## config.mk

```make
export PLATFORM = sky130hd
export DESIGN_NAME = dram_xfer_resp
export DESIGN_NICKNAME = d
export VERILOG_FILES = /design/src/rtl/dram_xfer_resp.sv
export SDC_FILE = /design/constraint.sdc
export NUM_CORES = 1
export LEC_CHECK = 0
export BUFFER_PORTS_ARGS = -buffer_cell sky130_fd_sc_hd__buf_4
export CAP_MARGIN = 20
export CORE_MARGIN = 2
export CORE_UTILIZATION = 41
export CTS_CLUSTER_SIZE = 16
export DETAILED_ROUTE_END_ITERATION = 6
export PLACE_DENSITY = 0.75
export SYNTH_ARGS = -nofsm -noshare
export SYNTH_HDL_FRONTEND = slang
export SYNTH_SLANG_ARGS = --single-unit
```

## constraint.sdc

```tcl
create_clock -name clk -period 3.35 [get_ports clk]
set_input_delay 0.67 -clock clk [delete_from_list [all_inputs] [get_ports clk]]
set_output_delay 0.67 -clock clk [all_outputs]
set_load 0.02 [all_outputs]
```

## src/rtl/dram_xfer_resp.sv

```systemverilog
// Transfer responder: loads one frame from the host stream into image memory on
// rd_en, and streams the whole memory back to the host on wr_en.
module dram_xfer_resp #(
  parameter int DATA_W = 8,
  parameter int ADDR_W = 16,
  parameter int WORDS  = 65536
) (
  input  logic              clk,
  input  logic              reset,
  input  logic              rd_en,
  input  logic              wr_en,
  output logic              rd_done,
  output logic              wr_done,
  output logic              busy,
  input  logic [DATA_W-1:0] in_data,
  input  logic              in_valid,
  output logic              in_ready,
  output logic [DATA_W-1:0] out_data,
  output logic              out_valid,
  input  logic              out_ready,
  output logic [ADDR_W-1:0] mem_addr,
  output logic [DATA_W-1:0] mem_wdata,
  output logic              mem_we,
  output logic              mem_re,
  input  logic [DATA_W-1:0] mem_rdata
);

  typedef enum logic [2:0] {
    IDLE, LOAD, LOAD_FLUSH, LOAD_DONE, UNL_RD, UNL_WAIT, UNL_OUT, UNL_DONE
  } state_t;

  // Last address of a transfer; equals all ones when WORDS fills the address space.
  localparam logic [ADDR_W-1:0] LAST = ADDR_W'(WORDS - 1);
  localparam logic [ADDR_W-1:0] ONE  = ADDR_W'(1);

  state_t            state_r;
  logic [ADDR_W-1:0] cnt_r;

  assign in_ready = (state_r == LOAD);

  // Transfer FSM with all memory, stream and status outputs registered.
  always_ff @(posedge clk or negedge reset) begin
    if (!reset) begin
      state_r   <= IDLE;
      cnt_r     <= '0;
      rd_done   <= 1'b0;
      wr_done   <= 1'b0;
      busy      <= 1'b0;
      out_valid <= 1'b0;
      out_data  <= '0;
      mem_addr  <= '0;
      mem_wdata <= '0;
      mem_we    <= 1'b0;
      mem_re    <= 1'b0;
    end else begin
      mem_we <= 1'b0;
      mem_re <= 1'b0;
      case (state_r)
        IDLE: begin
          if (rd_en) begin
            state_r <= LOAD;
            cnt_r   <= '0;
            busy    <= 1'b1;
          end else if (wr_en) begin
            state_r  <= UNL_RD;
            cnt_r    <= '0;
            busy     <= 1'b1;
            mem_re   <= 1'b1;
            mem_addr <= '0;
          end else begin
            state_r <= IDLE;
          end
        end
        LOAD: begin
          if (in_valid) begin
            mem_we    <= 1'b1;
            mem_addr  <= cnt_r;
            mem_wdata <= in_data;
            // Hold the counter at the last address so it never wraps.
            if (cnt_r == LAST) begin
              state_r <= LOAD_FLUSH;
            end else begin
              cnt_r <= cnt_r + ONE;
            end
          end
        end
        LOAD_FLUSH: begin
          state_r <= LOAD_DONE;
          rd_done <= 1'b1;
        end
        LOAD_DONE: begin
          if (!rd_en) begin
            state_r <= IDLE;
            rd_done <= 1'b0;
            busy    <= 1'b0;
          end
        end
        UNL_RD: begin
          state_r <= UNL_WAIT;
        end
        UNL_WAIT: begin
          out_data  <= mem_rdata;
          out_valid <= 1'b1;
          state_r   <= UNL_OUT;
        end
        UNL_OUT: begin
          if (out_ready) begin
            out_valid <= 1'b0;
            if (cnt_r == LAST) begin
              state_r <= UNL_DONE;
              wr_done <= 1'b1;
            end else begin
              cnt_r    <= cnt_r + ONE;
              mem_re   <= 1'b1;
              mem_addr <= cnt_r + ONE;
              state_r  <= UNL_RD;
            end
          end
        end
        UNL_DONE: begin
          if (!wr_en) begin
            state_r <= IDLE;
            wr_done <= 1'b0;
            busy    <= 1'b0;
          end
        end
        default: begin
          state_r   <= IDLE;
          cnt_r     <= '0;
          rd_done   <= 1'b0;
          wr_done   <= 1'b0;
          busy      <= 1'b0;
          out_valid <= 1'b0;
        end
      endcase
    end
  end

endmodule

```

Yosys cells after proc, flatten, opt, wreduce, memory -nomap -nowiden
Index checks and enable logic that the tools add are counted.
{"block": "totals", "ff_bits": 57}
{"block": "op_classes", "n_reduce_logical": 14, "n_eq_ne": 18, "n_mux": 38, "addsub": 1}
{"operator": "two-way mux 16 bit", "n": 9}
{"operator": "one-hot mux 16 bit (3 select lines)", "n": 2}
{"operator": "one-hot mux 3 bit (8 select lines)", "n": 1}
{"operator": "two-way mux 3 bit", "n": 7}
{"operator": "adder 16 x 1 -> 16 bit (second input constant)", "n": 1}
{"operator": "== test 16 bit (second input constant)", "n": 1}
{"operator": "!= test 2 bit (second input constant)", "n": 8}
{"operator": "two-way mux 1 bit", "n": 13}
{"operator": "== test 3 bit (second input constant)", "n": 4}
{"operator": "AND reduction 4 bit", "n": 3}
{"operator": "one-hot mux 1 bit (2 select lines)", "n": 4}
{"operator": "== test 3 x 2 -> 1 bit (second input constant)", "n": 2}
{"operator": "AND reduction 2 bit", "n": 3}
{"operator": "AND reduction 6 bit", "n": 1}
{"operator": "nonzero test 2 bit", "n": 3}
{"operator": "nonzero test 3 bit", "n": 2}
{"operator": "AND reduction 5 bit", "n": 1}
{"operator": "== test 3 x 1 -> 1 bit (second input constant)", "n": 1}
{"operator": "logical NOT 3 bit", "n": 1}
{"operator": "!= test 3 bit (second input constant)", "n": 1}
{"operator": "one-hot mux 1 bit (3 select lines)", "n": 1}
{"operator": "two-way mux 2 bit", "n": 1}
{"operator": "!= test 2 x 1 -> 1 bit (second input constant)", "n": 1}

Logic depth before layout (Yosys ltp)
Gate-level depths: netlist (run 1).
{"block": "logic_depth", "ltp_word": 4, "mapped_depth": 8, "depth_no_buf": 6}

Worst setup path after synthesis (run 1)
No wires, ideal clock.
{"block": "synth_timing", "path_kind": "flip-flop to flip-flop", "startpoint": "reg cnt_r[0]", "endpoint": "reg cnt_r[10]", "stages_incl_launch_ff": 8, "n_path_buf": 1, "path_slack_ns": 1.317, "period_less_slack_ns": 2.033, "arrival_ns": 1.951, "cell_sequence": "dfrtp_1 -> ha_1 -> nand3_2 -> nor4_4 -> o21ai_2 -> a31o_4 -> buf_6 -> a31oi_1"}
{"block": "synth_between", "elab_chain_len": 4, "word_cells_on_any_way": 6}
{"item": "from (decl)", "line": "37", "rtl": "logic [ADDR_W-1:0] cnt_r;"}
{"item": "from (signal assigned)", "line": "83", "rtl": "cnt_r <= cnt_r + ONE;"}
{"item": "from (signal assigned)", "line": "113", "rtl": "cnt_r <= cnt_r + ONE;"}
{"item": "adder 16 x 1 -> 16 bit or == test 16 bit (tied branches)"}
{"item": "two-way mux 16 bit (*)", "line": "80, 109"}
{"item": "two-way mux 16 bit (on tied branches)", "line": "107, 75"}
{"item": "one-hot mux 16 bit (3 select lines) (*)", "line": "58", "rtl": "case (state_r)"}
Every way passes the cells marked *; elsewhere a longest branch is shown, timed or not. The select of a mux whose other input is x is not followed.
A chain may end at the register's enable or synchronous reset.

Worst setup path in the final report (run 1)
{"block": "layout_timing", "startpoint": "reg state_r[1]", "endpoint": "out in_ready"}
{"block": "layout_between", "elab_chain_len": 1}
{"item": "from (decl)", "line": "36", "rtl": "state_t state_r;"}
{"item": "from (signal assigned)", "line": "44", "rtl": "state_r <= IDLE;"}
{"item": "from (signal assigned)", "line": "61", "rtl": "state_r <= LOAD;"}
{"item": "from (signal assigned)", "line": "65", "rtl": "state_r <= UNL_RD;"}
{"item": "== test 3 x 1 -> 1 bit", "line": "39", "rtl": "assign in_ready = (state_r == LOAD);"}
{"item": "to (decl)", "line": "17", "rtl": "output logic in_ready,"}
No other way between the ends.

==> qor.csv, run 1 <==
metric,value,unit
io_pins,61,
cap_violations,0,
path_class,reg -> out,
finalCritPeriodShare,82.1,%
ctsHoldBuffers,0,
syn-num-nets,341,
core_area,7140,um^2
synth-simple-area-share,18.0,%
final_nets,392,
period_minus_slack,2.75,ns
p_per_area,879,nW/um^2
arrival,2.08,ns
max_freq,364,MHz
grt_pass1_vias,2455,
num_rows,31,
hold_viol,0,
synth_fa_ha_area_share,0.422,%
area_growth,23.1,%
drt-initial-drc-count,168,
overflow,0,
worst_slew_pin_slew,0.718,ns
clk_pin_slew,0.06,ns
postCtsSetupBuffers,0,
syn_inst,318,
antenna_found_initial,0,
vdd_ir_drop_max,0.000431,V
crit_path_top_delay_cell,dfrtp_1,
setup_viol,0,
ctsResizeCount,0,
synth_flop_cell,dfrtp_1,
worstPathRequired,2.68,ns
reg2reg_to,cnt_r[2]$_DFFE_PN0P_,
startpoint_type,register,
synth_top_family_by_area,compound AO/OA/AOI/OAI gates,
syn_area,2970,um^2
min_path_type,in -> async,
detailedPlace.worstSlack,0.761,ns
fin_tns_setup,0,ns
slew_headroom,52.1,%
h-tree-depth,3,
p_leak,1.61,nW
port_buffers,60,
die_w,89.1,um
clockBufferDepth,2,
ys_seq_area_share,48.1,%
fin_ws,0.600,ns
grt_use_total,18.3,%
vias_per_cell,5.49,
clk_latency,0.34,ns
dr_total_vias,2591,
routed_wl,6560,um
die_area,7930,um^2
dp_hpwl,4450,um
synth-compound-area-share,21.8,%
synth.avg_cell_area,9.33,um^2
synth_cell_types,49,
root_buffer,clkbuf_8,
start_util,41.6,%
ff2ff_path_depth,6,
synth-async-reset-ratio,100,%
fillCellCount,684,
synthMuxAreaShare,6.07,%
rsz0062_at_grt,false,
worst_clock_skew,0.00824,ns
yosysWarnings,0,
gp_congestion,0.874,
r2r_start,cnt_r[0]$_DFFE_PN0P_,
cp_top_family,flip-flops,
grt_first_pass_wirelength,11100,um
drt-wirelength-per-cell,13.9,um
finish.utilization,51.2,%
first_pass_iters,4,
crit_chain,nor2_1 > nand2_1 > clkinv_1 > buf_4,
drt.antenna.violating_nets,0,
grt_max_degree,58,
drive_above_1_share,27.3,%
path_buf_inv,2,
synth_xor_area_share,0.590,%
drv_slew,0,
die_y,89.1,um
regToRegSetupSlack,1.01,ns
synth_edf_count,0,
cts_tree,done,
endpoint_kind,primary output,
critPathMaxStageDelay,0.66,ns
crit_fanout,18,
cts_buffers,9,
drc_errors,0,
antenna_cells,0,
status,"finished, final reports clean",
synth-seq-cells,57,
cts.sinks,57,
-- placed cells by master, fill, tap and decap left out, drive strengths merged --
cell	instances
nand4	7
o41ai	1
nand3b	2
nor4	4
o22a	1
o2bb2ai	2
a22oi	2
ha	1
o311ai	3
nand2b	2
nand2	26
a31o	2
a2111oi	1
a21oi	28
a31oi	25
xnor2	2
and3	5
and4	3
dfrtp	57
nor3b	2
clkinv	5
or3	4
buf	64
o21ai	28
nand3	7
nand4bb	1
inv	11
mux2	16
nor3	5
a211oi	1
a32o	1
a41oi	1
clkbuf	11
and2	1
a21o	2
nor2	31
nor2b	2
o21a	5
o32ai	1
-- cell usage after synthesis (2+ instances only) --
cell type | number | share of area (%)
o21ai_1 | 4 | 0.67
o21ai_0 | 23 | 3.9
nor3b_1 | 2 | 0.51
o311ai_0 | 3 | 0.89
mux2_2 | 16 | 6.1
a21o_1 | 2 | 0.51
nand2b_1 | 2 | 0.42
buf_2 | 6 | 1.0
o2bb2ai_1 | 2 | 0.59
nor2b_1 | 2 | 0.42
nand2_1 | 26 | 3.3
nor2_1 | 31 | 3.9
and4_1 | 3 | 0.89
a31oi_1 | 24 | 5.1
inv_1 | 11 | 1.4
nand3_1 | 6 | 1.0
or3_1 | 4 | 0.84
nor4_1 | 3 | 0.63
dfrtp_1 | 57 | 48
and3_1 | 5 | 1.1
xnor2_1 | 2 | 0.59
a21oi_1 | 28 | 4.7
clkbuf_1 | 15 | 1.9
a22oi_1 | 2 | 0.51
o21a_1 | 5 | 1.3
nor3_1 | 5 | 0.84
nand4_1 | 6 | 1.3
nand3b_1 | 2 | 0.51
-- sequential cells by signal, summed over array words and instances (netlist names) --
signal     count
mem_addr      16
mem_wdata      8
out_valid      1
wr_done        1
busy           1
mem_re         1
out_data       8
state_r        3
mem_we         1
rd_done        1
cnt_r         16
-- cell families (layout without fill, tap and decap cells) --
group	Yosys count	in the layout
buffers and inverters	36	91
and+or+nand+nor	102	102
AOI/OAI and AO/OA	104	104
adders and majority gates	1	1
DFF	57	57
muxes	16	16
xor gates and xnor gates	2	2
-- how the worst max path moves through the flow --
| stage | cells past startpoint | startpoint | to | slack [ns] |
|---|---|---|---|---|
| detailed placement | 6 | cnt_r[0]$_DFFE_PN0P_ | mem_addr[9]$_DFFE_PN0P_ | 0.76 |
| global placement | 6 | cnt_r[0]$_DFFE_PN0P_ | mem_addr[12]$_DFFE_PN0P_ | 0.88 |
| floorplan | 7 | cnt_r[0]$_DFFE_PN0P_ | cnt_r[10]$_DFFE_PN0P_ | 1.32 |
| finish | 4 | state_r[1]$_DFFE_PN0P_ | in_ready | 0.60 |
| global route | 4 | state_r[1]$_DFFE_PN0P_ | in_ready | 0.43 |
| CTS | 4 | state_r[1]$_DFFE_PN0P_ | in_ready | 0.62 |
-- per-stage QoR --
step,hold slack (ns),cell area [um^2],cells,power (mW)
3_5_place_dp,0.489,3480,456,2.69
5_1_grt,0.442,3650,472,3.45
2_1_floorplan,0.374,2970,318,2.14
3_3_place_gp,0.480,3480,456,2.65
6_report,0.365,3650,472,3.21
4_1_cts,0.408,3640,471,3.23
-- report_power, final --
group	switching [mW]	internal (mW)	total [mW]
clock	0.259	0.279	0.538
combinational	0.808	0.663	1.47
sequential	0.250	0.952	1.20
-- worst register-to-register path, delay by kind of cell (launching register included) --
| family | cells | cell delay (ns) |
|---|---|---|
| AOI/OAI and AO/OA | 3 | 0.68 |
| adders and majority gates | 1 | 0.28 |
| and+or+nand+nor | 2 | 0.84 |
| DFF | 1 | 0.45 |
-- metal layers --
| metal | GRT usage [%] | part of all wire [%] | routed length (um) |
|---|---|---|---|
| met5 | 0 | 0 | 0 |
| met1 | 22.8 | 44 | 2900 |
| met4 | 9.23 | 2.0 | 129 |
| met3 | 4.99 | 5.4 | 357 |
| met2 | 29.3 | 48 | 3170 |
-- area by class of cell --
class | count | area (um^2) | share of cell area (%)
clock buffers | 11 | 141 | 3.87
multi-input cells | 225 | 1410 | 38.5
repair buffers | 64 | 488 | 13.4
inverters | 12 | 45.0 | 1.23
clock inverters | 4 | 20.0 | 0.548
flip-flops and latches | 57 | 1430 | 39.1
well taps | 99 | 124 | 3.39
No activity file was read; power rests on OpenSTA's default activity.
==> inputs of run 2 (changes only) <==
clock period = 2.7 ns   (was 3.35 ns; I/O delays follow)
==> run 2 against run 1 <==
Setup slack got worse by 0.19 ns. Clock-buffer cell count unchanged. Design area rose by 3.1%. Sequential power up 19%. Global-route usage rose by 0.30 points. Cell count up 1.7%. Flip-flop and latch count is the same. Clock skew increased by 0.0013 ns. Combinational power up 31%. Critical path type unchanged. Highest routed layer unchanged.
==> qor.csv, run 2 (synthesis results as in run 1) <==
metric,value,unit,change
status,"finished, final reports clean",,unchanged
rsz0062_at_grt,false,,unchanged
drt-wirelength-per-cell,14.2,um,was 13.9 um
p_total,4.27,mW,was 3.21 mW
core_area,7140,um^2,unchanged
start_util,41.6,%,unchanged
drive_above_1_share,29.1,%,was 27.3%
io_pins,61,,unchanged
cts_buffers,9,,unchanged
ctsResizeCount,0,,unchanged
use_met1,22.9,%,was 22.8%
ff2ff_path_depth,7,,was 6
internal_power,2.60,mW,was 1.89 mW
hold_viol,0,,unchanged
detailedPlace.worstSlack,0.442,ns,was 0.761 ns
drc_errors,0,,unchanged
power_switching,1.66,mW,was 1.32 mW
cap_violations,0,,unchanged
pwr-share-seq,33.6,%,was 37.4%
cp_top_family,buffers and inverters,,was flip-flops
cts.sinks,57,,unchanged
critPathMaxStageDelay,0.55,ns,was 0.66 ns
grt_first_pass_wirelength,11400,um,was 11100 um
period_minus_slack,2.29,ns,
finish.utilization,52.8,%,was 51.2%
grt_max_degree,58,,unchanged
grt_use_total,18.6,%,was 18.3%
vdd_ir_drop_max,0.000547,V,was 0.000431 V
fin_tns_setup,0,ns,unchanged
h-tree-depth,3,,unchanged
die_w,89.1,um,unchanged
gp_congestion,0.875,,was 0.874
fin_ws,0.414,ns,was 0.600 ns
final_cell_mix,"buf_4 (71), dfrtp_1 (57), nor2_1 (31), a21oi_1 (28), nand2_1 (26)",,"was buf_4 (63), dfrtp_1 (57), nor2_1 (31), a21oi_1 (28), nand2_1 (26)"
finalCritPeriodShare,84.7,%,
routed_wl,6810,um,was 6560 um
drv_slew,0,,unchanged
regToRegSetupSlack,0.44,ns,was 1.01 ns
path_class,reg -> out,,unchanged
p_comb_share,45.3,%,was 45.8%
grt_pass1_vias,2521,,was 2455
switching_share,39.0,%,was 41.0%
dp_hpwl,4730,um,was 4450 um
die_area,7930,um^2,unchanged
startpoint_type,register,,unchanged
postCtsSetupBuffers,0,,unchanged
drt.antenna.violating_nets,0,,unchanged
crit_chain,nor2_1 > nand2_1 > clkinv_1 > buf_4,,unchanged
path_buf_inv,2,,unchanged
crit_fanout,12,,was 18
setup_viol,0,,unchanged
p_leak,1.67,nW,was 1.61 nW
fillCellCount,706,,was 684
slew_headroom,52.3,%,was 52.1%
crit_path_top_delay_cell,dfrtp_1,,unchanged
worst_clock_skew,0.00950,ns,was 0.00824 ns
die_y,89.1,um,unchanged
min_path_type,in -> async,,unchanged
antenna_found_initial,0,,unchanged
reg.largest.list,"cnt_r: 16 flops, mem_addr: 16 flops",,unchanged
r2r_start,cnt_r[0]$_DFFE_PN0P_,,unchanged
vias_per_cell,5.49,,about the same
overflow,0,,unchanged
p_per_area,1130,nW/um^2,was 879 nW/um^2
clockBufferDepth,2,,unchanged
endpoint_kind,primary output,,unchanged
grt.busiest_layer,met2,,unchanged
root_buffer,clkbuf_8,,unchanged
cts_tree,done,,unchanged
worst_slew_pin_slew,0.714,ns,was 0.718 ns
num_rows,31,,unchanged
clk_latency,0.34,ns,about the same
arrival,1.75,ns,was 2.08 ns
use_met3,5.72,%,was 4.99%
port_buffers,60,,unchanged
max_freq,437,MHz,
area_growth,26.9,%,was 23.1%
reg2reg_to,cnt_r[10]$_DFFE_PN0P_,,was cnt_r[2]$_DFFE_PN0P_
final_nets,399,,was 392
pwr-share-clk,21.1,%,was 16.7%
antenna_cells,0,,unchanged
ctsHoldBuffers,0,,unchanged
dr_total_vias,2633,,was 2591
use_met2,30.4,%,was 29.3%
first_pass_iters,4,,unchanged
clk_pin_slew,0.07,ns,was 0.06 ns
worstPathRequired,2.16,ns,was 2.68 ns
layout_commonest_cell,buf_4,,unchanged
drt-initial-drc-count,140,,was 168
## run 2: cell count changes in the layout (fill, tap and decap cells not counted), sizes merged
cell	change
buf	+7
bufinv	+2
clkinv	-2
clkinvlp	+1
## run 2: final cells by class
class                           instances  area [um^2]  area share (%)
Timing Repair Buffer                   71          533            14.2
Inverter                               12         45.0            1.20
Tap cell                               99          124            3.29
Clock buffer                           11          151            4.02
Multi-Input combinational cell        225         1410            37.4
Sequential cell                        57         1430            37.9
Clock inverter                          5         77.6            2.06
## run 2: power by group through the flow
stage / sequential, mW / combinational [mW] / clock (mW)
after floorplan: 1.70 / 0.962 / 0
after global placement: 1.43 / 1.91 / 0
after detailed placement: 1.45 / 1.95 / 0
after CTS: 1.43 / 1.96 / 0.926
after global routing: 1.49 / 2.12 / 0.961
final: 1.43 / 1.93 / 0.899
## run 2: worst max path at each step
stage	startpoint	endpoint	slack (ns)	cells after the start
after floorplan	cnt_r[0]$_DFFE_PN0P_	cnt_r[10]$_DFFE_PN0P_	0.67	7
after global placement	cnt_r[0]$_DFFE_PN0P_	cnt_r[10]$_DFFE_PN0P_	0.55	7
after detailed placement	cnt_r[0]$_DFFE_PN0P_	cnt_r[10]$_DFFE_PN0P_	0.44	7
after CTS	cnt_r[0]$_DFFE_PN0P_	cnt_r[10]$_DFFE_PN0P_	0.43	7
after global routing	cnt_r[0]$_DFFE_PN0P_	cnt_r[10]$_DFFE_PN0P_	0.22	7
final	state_r[2]$_DFFE_PN0P_	in_ready	0.41	4
## run 2: through the flow
step	std cells	instance area (um^2)	hold WS, ns
2_1_floorplan	318	2970	0.244
3_3_place_gp	464	3540	0.476
3_5_place_dp	464	3540	0.483
4_1_cts	480	3760	0.274
5_1_grt	480	3760	0.306
6_report	480	3760	0.257
## run 2: routing by layer
metal | share of wire [%] | wire [um]
met4 | 1.4 | 92
met5 | 0 | 0
met1 | 44 | 2960
met3 | 5.9 | 402
met2 | 49 | 3350
==> inputs of run 3 (changes only) <==
ABC_AREA = 1   (was unset)
PLACE_DENSITY = 0.77   (was 0.75)
clock period = 1.9 ns   (was 2.7 ns; I/O delays follow)
==> run 3 against run 2 <==
Flip-flop and latch count did not move. Critical endpoint unchanged. Utilization rose by 1.9 points. Clock skew rose by 0.0014 ns. Critical path depth rose by 1. Critical path type unchanged. Global-route usage rose by 0.95 points. Clock-buffer cell count fell by 2. Largest power group unchanged. Sequential power rose by 17%. Design area rose by 4.2%. Highest routed layer unchanged. Routed wire length rose by 9.3%. Register-to-register slack got worse by 0.28 ns.
==> qor.csv, run 3 <==
metric,value,unit,change
final_cell_mix,"nand2_1 (177), buf_4 (74), dfrtp_1 (55), nand3_1 (34), inv_1 (31)",,"was buf_4 (71), dfrtp_1 (57), nor2_1 (31), a21oi_1 (28), nand2_1 (26)"
grt_pass1_vias,2568,,was 2521
synth_cell_types,26,,was 49
finalCritPeriodShare,91.8,%,
switching_share,40.1,%,was 39.0%
num_rows,31,,unchanged
port_buffers,60,,unchanged
routed_wl,7440,um,was 6810 um
yosysWarnings,0,,unchanged
cap_violations,0,,unchanged
drv_slew,0,,unchanged
synth_edf_count,0,,unchanged
p_per_area,1380,nW/um^2,was 1130 nW/um^2
final_nets,506,,was 399
max_freq,573,MHz,
status,"finished, final reports clean",,unchanged
synth-seq-cells,57,,unchanged
synth_common_cells,"nand2_1 (177), dfrtp_1 (57), nand3_1 (35)",,"was dfrtp_1 (57), nor2_1 (31), a21oi_1 (28)"
pwr-share-seq,30.8,%,was 33.6%
dr_total_vias,2856,,was 2633
core_area,7180,um^2,was 7140 um^2
p_comb_share,42.8,%,was 45.3%
antenna_found_initial,0,,unchanged
reg.largest.list,"cnt_r: 16 flops, mem_addr: 16 flops",,unchanged
worst_clock_skew,0.0109,ns,was 0.00950 ns
grt_use_total,19.5,%,was 18.6%
vias_per_cell,4.87,,was 5.49
grt_max_degree,58,,unchanged
die_area,8020,um^2,was 7930 um^2
synth-async-reset-ratio,100,%,unchanged
slew_headroom,52.5,%,was 52.3%
first_pass_iters,4,,unchanged
h-tree-depth,3,,unchanged
dp_hpwl,5360,um,was 4730 um
path_class,reg -> out,,unchanged
vdd_ir_drop_max,0.000562,V,was 0.000547 V
antenna_cells,0,,unchanged
arrival,1.36,ns,was 1.75 ns
worst_slew_pin_slew,0.712,ns,was 0.714 ns
syn_area,3000,um^2,was 2970 um^2
endpoint_kind,primary output,,unchanged
drt.antenna.violating_nets,0,,unchanged
area_growth,30.7,%,was 26.9%
clk_latency,0.34,ns,about the same
synth_flop_cell,dfrtp_1,,unchanged
ff2ff_path_depth,9,,was 7
cts_buffers,9,,unchanged
drt-wirelength-per-cell,12.7,um,was 14.2 um
power_switching,2.16,mW,was 1.66 mW
cts_tree,done,,unchanged
critPathLaunch,state_r[1]$_DFFE_PN0P_,,was state_r[2]$_DFFE_PN0P_
gp_congestion,0.834,,was 0.875
die_y,89.6,um,was 89.1 um
syn_inst,405,,was 318
layout_commonest_cell,nand2_1,,was buf_4
yosysMostFrequentCell,nand2_1,,was dfrtp_1
p_leak,2.00,nW,was 1.67 nW
finish.utilization,54.7,%,was 52.8%
drive_above_1_share,25.8,%,was 29.1%
reg2reg_to,mem_addr[0]$_DFFE_PN0P_,,was cnt_r[10]$_DFFE_PN0P_
p_total,5.40,mW,was 4.27 mW
crit_end,in_ready,,unchanged
setup_viol,0,,unchanged
start_util,41.8,%,was 41.6%
fin_tns_setup,0,ns,unchanged
grt_first_pass_wirelength,12000,um,was 11400 um
startpoint_type,register,,unchanged
clk_pin_slew,0.08,ns,was 0.07 ns
period_minus_slack,1.74,ns,
drc_errors,0,,unchanged
crit_fanout,7,,was 12
r2r_start,cnt_r[0]$_DFFE_PN0P_,,unchanged
cts.sinks,57,,unchanged
worstPathRequired,1.52,ns,was 2.16 ns
root_buffer,clkbuf_8,,unchanged
die_w,89.6,um,was 89.1 um
io_pins,61,,unchanged
pwr-share-clk,26.4,%,was 21.1%
synth.area.top_cells,"dfrtp_1 (48%), nand2_1 (22%), nand3_1 (5.8%)",,"was dfrtp_1 (48%), mux2_2 (6.1%), a31oi_1 (5.1%)"
min_path_type,in -> async,,unchanged
synth_top_cell_area_share,47.5,%,was 48.1%
regToRegSetupSlack,0.16,ns,was 0.44 ns
internal_power,3.24,mW,was 2.60 mW
synth.avg_cell_area,7.41,um^2,was 9.33 um^2
ys_seq_area_share,47.5,%,was 48.1%
syn-num-nets,428,,was 341
drt-initial-drc-count,174,,was 140
hold_viol,0,,unchanged
overflow,0,,unchanged
synth_top_area_cell,dfrtp_1,,unchanged
clockBufferDepth,2,,unchanged
-- run 3: changes by cell type after synthesis, moves of 8 or more --
| cell | previous run | this run |
|---|---|---|
| a31oi_1 | 24 | 0 |
| o21ai_0 | 23 | 9 |
| nand3_1 | 6 | 35 |
| a21oi_1 | 28 | 2 |
| nand2_1 | 26 | 177 |
| mux2_2 | 16 | 8 |
| clkbuf_1 | 15 | 3 |
| o21ai_1 | 4 | 15 |
| inv_1 | 11 | 31 |
-- run 3: area by class of cell --
type	instances	area (um^2)
tap	99	124
inverter	37	139
clock inverter	7	125
fill	692	3250
clock buffer	9	124
sequential	57	1430
multi-input combinational	302	1400
timing repair buffer	76	587
-- run 3: per-layer routing --
layer | vias up | track usage, % | share of wire, %
met5 | - | 0 | 0
met4 | 0 | 8.82 | 1.3
met3 | 8 | 3.05 | 5.9
met2 | 71 | 30.5 | 48
met1 | 1338 | 26.6 | 45
li1 | 1439 | - | -
-- run 3: logic make-up (layout without fill, tap and decap cells) --
| kind of cell | count (synthesis) | count (layout) | synth area share (%) |
|---|---|---|---|
| simple gates | 256 | 256 | 35.7 |
| flops | 57 | 57 | 47.5 |
| buf+inv | 46 | 129 | 6.38 |
| compound gates | 34 | 34 | 6.13 |
| mux | 8 | 8 | 3.00 |
| xor+xnor | 3 | 3 | 0.876 |
| fa+ha+maj | 1 | 1 | 0.417 |
-- run 3: critical path, cell delays in order, from the launching register on --
cell,delay [ns]
dfrtp_2,0.45
inv_1,0.07
nand2_1,0.07
nor2_2,0.14
buf_6,0.15
buf_4,0.14
-- run 3: power groups by stage --
stage	registers (mW)	clock network [mW]	logic [mW]
2_1_floorplan	1.93	0	1.23
3_3_place_gp	1.67	0	2.19
3_5_place_dp	1.68	0	2.24
6_report	1.67	1.43	2.31
5_1_grt	1.70	1.52	2.55
4_1_cts	1.66	1.45	2.26
-- run 3: how the worst min path moves through the flow --
stage                                   startpoint  cells after the start                        to
after global placement    mem_wdata[0]$_DFFE_PN0P_                      2  mem_wdata[0]$_DFFE_PN0P_
after global routing                         reset                      1  mem_wdata[3]$_DFFE_PN0P_
final                                        reset                      1  mem_wdata[3]$_DFFE_PN0P_
after floorplan                              reset                      0          busy$_DFFE_PN0P_
after detailed placement  mem_wdata[2]$_DFFE_PN0P_                      2  mem_wdata[2]$_DFFE_PN0P_
after CTS                                    reset                      1  mem_wdata[3]$_DFFE_PN0P_
-- run 3: repair_timing --
| item | in CTS | in global routing |
|---|---|---|
| pin swaps | 0 | 1 |
| resized for setup | 1 | 6 |
| setup buffers | 0 | 4 |
| setup endpoints to repair | 1 | 20 |
| hold buffers | 0 | 0 |
-- run 3: metrics by stage --
stage	area (um^2)	setup WS, ns	std cells	hold slack, ns
finish	3920	0.155	587	0.0698
global route	3920	-0.0331	587	0.139
CTS	3880	0.000357	583	0.107
detailed placement	3630	0.134	567	0.461
global placement	3630	0.191	567	0.456
floorplan	3000	0.293	405	0.0844
